--- config.mk ---
export PLATFORM = sky130hd
export DESIGN_NAME = pc_sequencer
export DESIGN_NICKNAME = d
export VERILOG_FILES = /design/src/rtl/otter_pkg.sv /design/src/rtl/pc_target_mux.sv /design/src/rtl/pc_sequencer.sv
export SDC_FILE = /design/constraint.sdc
export NUM_CORES = 1
export LEC_CHECK = 0
export BUFFER_PORTS_ARGS = -buffer_cell sky130_fd_sc_hd__buf_2
export CAP_MARGIN = 20
export CORE_AREA = 10 10 134 136
export CTS_BUF_LIST = sky130_fd_sc_hd__clkbuf_4 sky130_fd_sc_hd__clkbuf_8
export CTS_CLUSTER_SIZE = 12
export DETAILED_ROUTE_END_ITERATION = 12
export DIE_AREA = 0 0 144 146
export PLACE_DENSITY = 0.8
export SLEW_MARGIN = 20
export SYNTH_ARGS = -nofsm -noshare
export SYNTH_HDL_FRONTEND = slang
export SYNTH_SLANG_ARGS = --single-unit
--- constraint.sdc ---
create_clock -name clk -period 5.25 [get_ports clk]
set_clock_uncertainty 0.2 [all_clocks]
set_input_delay 0.2625 -clock clk [delete_from_list [all_inputs] [get_ports clk]]
set_output_delay 0.2625 -clock clk [all_outputs]
set_load 0.01 [all_outputs]
--- src/rtl/otter_pkg.sv ---
// rtl/otter_pkg.sv - shared PC-source and sequencer-state types
package otter_pkg;

    typedef enum logic [2:0] {
        PC_PLUS4  = 3'd0,
        PC_JALR   = 3'd1,
        PC_BRANCH = 3'd2,
        PC_JAL    = 3'd3,
        PC_MTVEC  = 3'd4,
        PC_MEPC   = 3'd5
    } pc_src_t;

    typedef enum logic [1:0] {
        SEQ_FETCH = 2'd0,
        SEQ_EXEC  = 2'd1,
        SEQ_ERR   = 2'd2
    } seq_state_t;

    localparam logic [31:0] INSN_BYTES = 32'd4;

endpackage

--- src/rtl/pc_target_mux.sv ---
// rtl/pc_target_mux.sv - next-PC select, jalr bit0 clear, alignment handling (PC_MISALIGN_TRAP_EN)
module pc_target_mux
    import otter_pkg::*;
(
    input  logic [2:0]  pc_source,
    input  logic [31:0] pc_plus4,
    input  logic [31:0] jalr,
    input  logic [31:0] branch,
    input  logic [31:0] jal,
    input  logic [31:0] mtvec,
    input  logic [31:0] mepc,
    output logic [31:0] target,
    output logic        misaligned
);

    logic [31:0] raw;

    // Pick the candidate; unused encodings 6-7 fall back to sequential flow.
    always_comb begin
        raw = pc_plus4;
        case (pc_source)
            PC_JALR:   raw = {jalr[31:1], 1'b0};
            PC_BRANCH: raw = branch;
            PC_JAL:    raw = jal;
            PC_MTVEC:  raw = mtvec;
            PC_MEPC:   raw = mepc;
            default:   raw = pc_plus4;
        endcase
    end

`ifdef PC_MISALIGN_TRAP_EN
    // A misaligned target is redirected to the trap vector and flagged.
    always_comb begin
        misaligned = |raw[1:0];
        target     = misaligned ? mtvec : raw;
    end
`else
    // Without trapping, low bits are simply dropped so the PC stays word aligned.
    always_comb begin
        misaligned = 1'b0;
        target     = raw & ~32'd3;
    end
`endif

endmodule

--- src/rtl/pc_sequencer.sv ---
// rtl/pc_sequencer.sv - fetch/exec PC sequencer with fetch timeout (PC_MISALIGN_TRAP_EN enables misalign trap)
module pc_sequencer
    import otter_pkg::*;
#(
    parameter logic [31:0] RESET_VEC     = 32'h0000_0000,
    parameter int          FETCH_TIMEOUT = 16
) (
    input  logic        clk,
    input  logic        rst_n,
    input  logic [2:0]  pc_source,
    input  logic [31:0] jalr,
    input  logic [31:0] branch,
    input  logic [31:0] jal,
    input  logic [31:0] mtvec,
    input  logic [31:0] mepc,
    input  logic        advance,
    input  logic        stall,
    input  logic        imem_ack,
    input  logic [31:0] imem_data,
    output logic [31:0] pc,
    output logic [31:0] pc_plus4,
    output logic        imem_req,
    output logic [31:0] imem_addr,
    output logic [31:0] ir,
    output logic        ir_valid,
    output logic        misalign,
    output logic        fetch_err,
    output logic [31:0] instret
);

    localparam int             TW       = $clog2(FETCH_TIMEOUT + 1);
    localparam logic [TW-1:0]  TMO_LAST = TW'(FETCH_TIMEOUT - 1);

    seq_state_t    state_q, state_d;
    logic [31:0]   pc_q, pc_d;
    logic [31:0]   ir_q, ir_d;
    logic          ir_valid_q, ir_valid_d;
    logic          imem_req_q, imem_req_d;
    logic          misalign_q, misalign_d;
    logic          fetch_err_q, fetch_err_d;
    logic [31:0]   instret_q, instret_d;
    logic [TW-1:0] tmo_q, tmo_d;

    logic [31:0]   target;
    logic          target_mis;

    assign pc_plus4 = pc_q + INSN_BYTES;

    pc_target_mux u_mux (
        .pc_source  (pc_source),
        .pc_plus4   (pc_plus4),
        .jalr       (jalr),
        .branch     (branch),
        .jal        (jal),
        .mtvec      (mtvec),
        .mepc       (mepc),
        .target     (target),
        .misaligned (target_mis)
    );

    // Next-state and registered-output computation for the fetch/exec/error FSM.
    always_comb begin
        state_d     = state_q;
        pc_d        = pc_q;
        ir_d        = ir_q;
        ir_valid_d  = ir_valid_q;
        imem_req_d  = imem_req_q;
        misalign_d  = 1'b0;
        fetch_err_d = fetch_err_q;
        instret_d   = instret_q;
        tmo_d       = tmo_q;
        case (state_q)
            SEQ_FETCH: begin
                imem_req_d = 1'b1;
                ir_valid_d = 1'b0;
                if (imem_ack) begin
                    ir_d       = imem_data;
                    ir_valid_d = 1'b1;
                    imem_req_d = 1'b0;
                    tmo_d      = '0;
                    state_d    = SEQ_EXEC;
                end else if (tmo_q == TMO_LAST) begin
                    imem_req_d  = 1'b0;
                    fetch_err_d = 1'b1;
                    state_d     = SEQ_ERR;
                end else begin
                    tmo_d = tmo_q + TW'(1);
                end
            end
            SEQ_EXEC: begin
                if (advance && !stall) begin
                    pc_d       = target;
                    instret_d  = instret_q + 32'd1;
                    misalign_d = target_mis;
                    imem_req_d = 1'b1;
                    ir_valid_d = 1'b0;
                    tmo_d      = '0;
                    state_d    = SEQ_FETCH;
                end
            end
            default: begin
                imem_req_d = 1'b0;
                ir_valid_d = 1'b0;
                state_d    = SEQ_ERR;
            end
        endcase
    end

    // Single state register; reset abandons any in-flight fetch and drops the request.
    always_ff @(posedge clk or negedge rst_n) begin
        if (!rst_n) begin
            state_q     <= SEQ_FETCH;
            pc_q        <= RESET_VEC;
            ir_q        <= '0;
            ir_valid_q  <= 1'b0;
            imem_req_q  <= 1'b0;
            misalign_q  <= 1'b0;
            fetch_err_q <= 1'b0;
            instret_q   <= '0;
            tmo_q       <= '0;
        end else begin
            state_q     <= state_d;
            pc_q        <= pc_d;
            ir_q        <= ir_d;
            ir_valid_q  <= ir_valid_d;
            imem_req_q  <= imem_req_d;
            misalign_q  <= misalign_d;
            fetch_err_q <= fetch_err_d;
            instret_q   <= instret_d;
            tmo_q       <= tmo_d;
        end
    end

    assign pc        = pc_q;
    assign imem_addr = pc_q;
    assign imem_req  = imem_req_q;
    assign ir        = ir_q;
    assign ir_valid  = ir_valid_q;
    assign misalign  = misalign_q;
    assign fetch_err = fetch_err_q;
    assign instret   = instret_q;

endmodule

==> metrics.yaml <==
syn_avg_cell_area_sq_um: 9.40
hold_class: "primary input to register"
wl_microns: 27200
grtUsageTotal_pct: 24.6
setup_viol: 0
synth_seq_cells: 104
cp_cell_sequence: "ha_1 > nand3_1 > nor2_1 > nand3_1 > nor2_1 > xor2_1 > buf_2"
fin_nets: 1247
p_leak_nw: 4.31
finalHoldWorstSlack_ns: 0.0561
cp_max_fo: 9
drive_above_1_share_pct: 41.3
start_util_pct: 44.2
clockRootBuffer: "clkbuf_8"
fin_crit_ns: 3.40
synthArstFlopShare_pct: 100
drt_iter0_drc: 456
max_freq_mhz: 294
cts_tree: "yes"
finalSetupTns_ns: 0
gr-total-overflow: 0
ys_warn_count: 0
critPathTopFamily: "simple AND/OR/NAND/NOR gates"
post_cts_buffers: 0
routabilityCongestion: 0.854
grt_pass1_wl_microns: 40700
drtPass1Iterations: 7
grt_max_degree: 61
critPathSlowestCell: "dfrtp_1"
r2r_end: "imem_addr[24]"
drc_errors: 0
cp_num_buf_inv: 1
die_h_microns: 146
synthFlopType: "dfrtp_1"
rrSetupSlack_ns: 2.58
critical_path_class: "register to primary output"
hold_end: "imem_addr[11]"
antenna_found_initial: 2
final.period_utilization_pct: 64.7
relSlewSlack_pct: 44.5
cp_slowest_stage_delay_ns: 0.51
netlist_area_sq_um: 6850
port_buffers: 346
dr_total_vias: 7015
rsz0062_at_grt: "no"
synthCells: 728
rows: 46
io-pin-count: 364
die-area_sq_um: 21000
required_ns: 4.79
outcome: "completed"
post_cts_resize_count: 0
maxSlewViolCount: 0
path_clk_slew_ns: 0.12
syn2layout_area_growth_pct: 30.8
ys_types: 69
core_sq_um: 15500
stdcell_count: 1242
ir_drop_v: 0.000158
dieWidth_microns: 144
setup_ws_ns: 1.85
p_per_area_nw_per_um2: 367
viasPerCell: 5.65
critPathLaunchType: "register"
htree_levels: 3
worstRegToRegCells: 6
synth_seq_area_share_pct: 38.0
synth_edf_count: 0
placedCellCount: 1190
worst_pin_slew_ns: 0.812
grt_pass1_vias: 7015
hold_depth: 4
crit_arrival_ns: 2.93
clk_path_buf_depth: 2
crit_path_end_kind: "primary output"
clock_latency_ns: 0.38
finalHoldViolCount: 0
dp_hpwl_microns: 20500
clock_sinks: 104
maxCapViolCount: 0
post-place-ws_ns: 2.34
cts_buffers: 9
wl_per_cell_microns: 21.9
rr_startpoint: "imem_addr[2]"
postRouteAntennaNets: 0
min-delay-start: "mepc[11]"
-- registers in the layout, indices dropped and copies added, names as in the netlist --
name	count
instret	32
state_q	2
fetch_err	1
ir_valid	1
ir	32
tmo_q	5
imem_req	1
imem_addr	30
-- cells in the mapped netlist, types with 6 or more instances --
library cell / number / area (sq um)
o22ai_1: 21 / 131
and3_1: 18 / 113
nand3_1: 29 / 145
mux2_2: 41 / 462
inv_1: 9 / 33.8
a211oi_1: 6 / 45.0
o221a_2: 6 / 67.6
and4_1: 6 / 52.6
buf_2: 29 / 145
nand4_1: 13 / 81.3
a21oi_1: 44 / 220
a31oi_1: 6 / 37.5
nor3_1: 9 / 45.0
xnor2_1: 42 / 368
nor2_1: 31 / 116
nor2b_1: 9 / 56.3
a2bb2oi_1: 12 / 105
clkbuf_1: 17 / 63.8
o21a_1: 11 / 82.6
nand2b_1: 9 / 56.3
mux2i_1: 21 / 210
o21ai_0: 20 / 100
dfrtp_1: 104 / 2600
nand2_1: 62 / 233
o22a_1: 15 / 131
xor2_1: 18 / 158
buf_4: 41 / 308
-- how the worst max path moves through the flow --
| stage | start | endpoint | slack, ns | cells past startpoint |
|---|---|---|---|---|
| after floorplan | imem_addr[2] | pc_plus4[26] | 2.94 | 5 |
| after global placement | pc_source[0] | imem_addr[17] | 2.35 | 7 |
| after detailed placement | imem_addr[2] | pc_plus4[24] | 2.34 | 7 |
| after CTS | imem_addr[2] | pc_plus4[24] | 1.89 | 7 |
| after global routing | imem_addr[2] | pc_plus4[24] | 1.62 | 7 |
| final | imem_addr[2] | pc_plus4[24] | 1.85 | 7 |
-- metrics by stage --
step / utilization, % / power (mW) / instance area, sq um
after floorplan: - / 2.14 / 6870
after detailed placement: 54.2 / 2.72 / 8380
after global routing: 57.8 / 3.49 / 8950
final: 57.8 / 3.29 / 8950
after CTS: 57.8 / 3.29 / 8950
after global placement: 54.2 / 2.68 / 8380
-- layout make-up --
cell class	instances	area, sq um
fillers	1364	6530
multi-input cells	530	3710
flip-flops and latches	104	2600
repair buffers	388	2130
well taps	192	240
clock buffers	9	124
clock inverters	7	97.6
inverters	10	37.5
diodes	2	5.00
-- repair_timing --
item,CTS,global route
hold buffers,34,0
endpoints found under the hold margin,94,0
endpoints found under the setup margin,0,0
-- cells by family (layout without fill, tap and decap cells) --
kind of cell             count (synthesis)  count (layout)  synth area share [%]
AND/OR/NAND/NOR                        210             210                  16.3
AO/OA/AOI/OAI                          187             187                  19.1
flip-flops                             104             104                  38.0
buffers and inverters                  100             414                  8.26
multiplexers                            62              62                  9.82
XOR/XNOR                                60              60                  7.68
adder cells (fa/ha/maj)                  4               4                 0.731
other                                    1               9                0.0548
-- worst register-to-register path, stage by stage, from the launching register on --
cell	delay, ns
dfrtp_1	0.51
ha_1	0.31
nand3_1	0.22
nor2_1	0.49
nand3_1	0.37
nor2_1	0.29
a311oi_1	0.12
-- layout by cell type, fill, tap and decap left out, drive strengths merged, types with 4 or more instances in the layout --
cell type	count
o21a	11
ha	4
mux2	41
nand2b	9
mux2i	21
a211oi	6
a221oi	4
clkbuf	9
nor3	10
conb	7
nor2b	9
buf	354
and3	20
and4	6
o211ai	5
o22a	15
dlygate4sd3	34
a21oi	45
o21ai	20
nand2	64
nor2	31
nand3	29
o22ai	21
a211o	4
xor2	18
a31oi	6
a2bb2oi	12
clkinv	4
nand4	14
o31ai	5
xnor2	42
dfrtp	104
inv	12
o221a	6
a22oi	5
-- power by group --
group | internal, mW | total [mW] | switching (mW) | leakage, nW
logic | 0.647 | 1.42 | 0.769 | 2.92
registers | 1.01 | 1.32 | 0.306 | 1.27
clock network | 0.237 | 0.554 | 0.318 | 0.112
total | 1.89 | 3.29 | 1.39 | 4.31
-- per-layer routing --
layer,track usage (%),part of all wire [%],vias up
li1,-,-,3249
met1,29.0,39,3329
met2,40.7,48,384
met3,8.45,10,53
met4,7.97,2.5,0
met5,0,0,-
(Power assumes the default switching activity.)
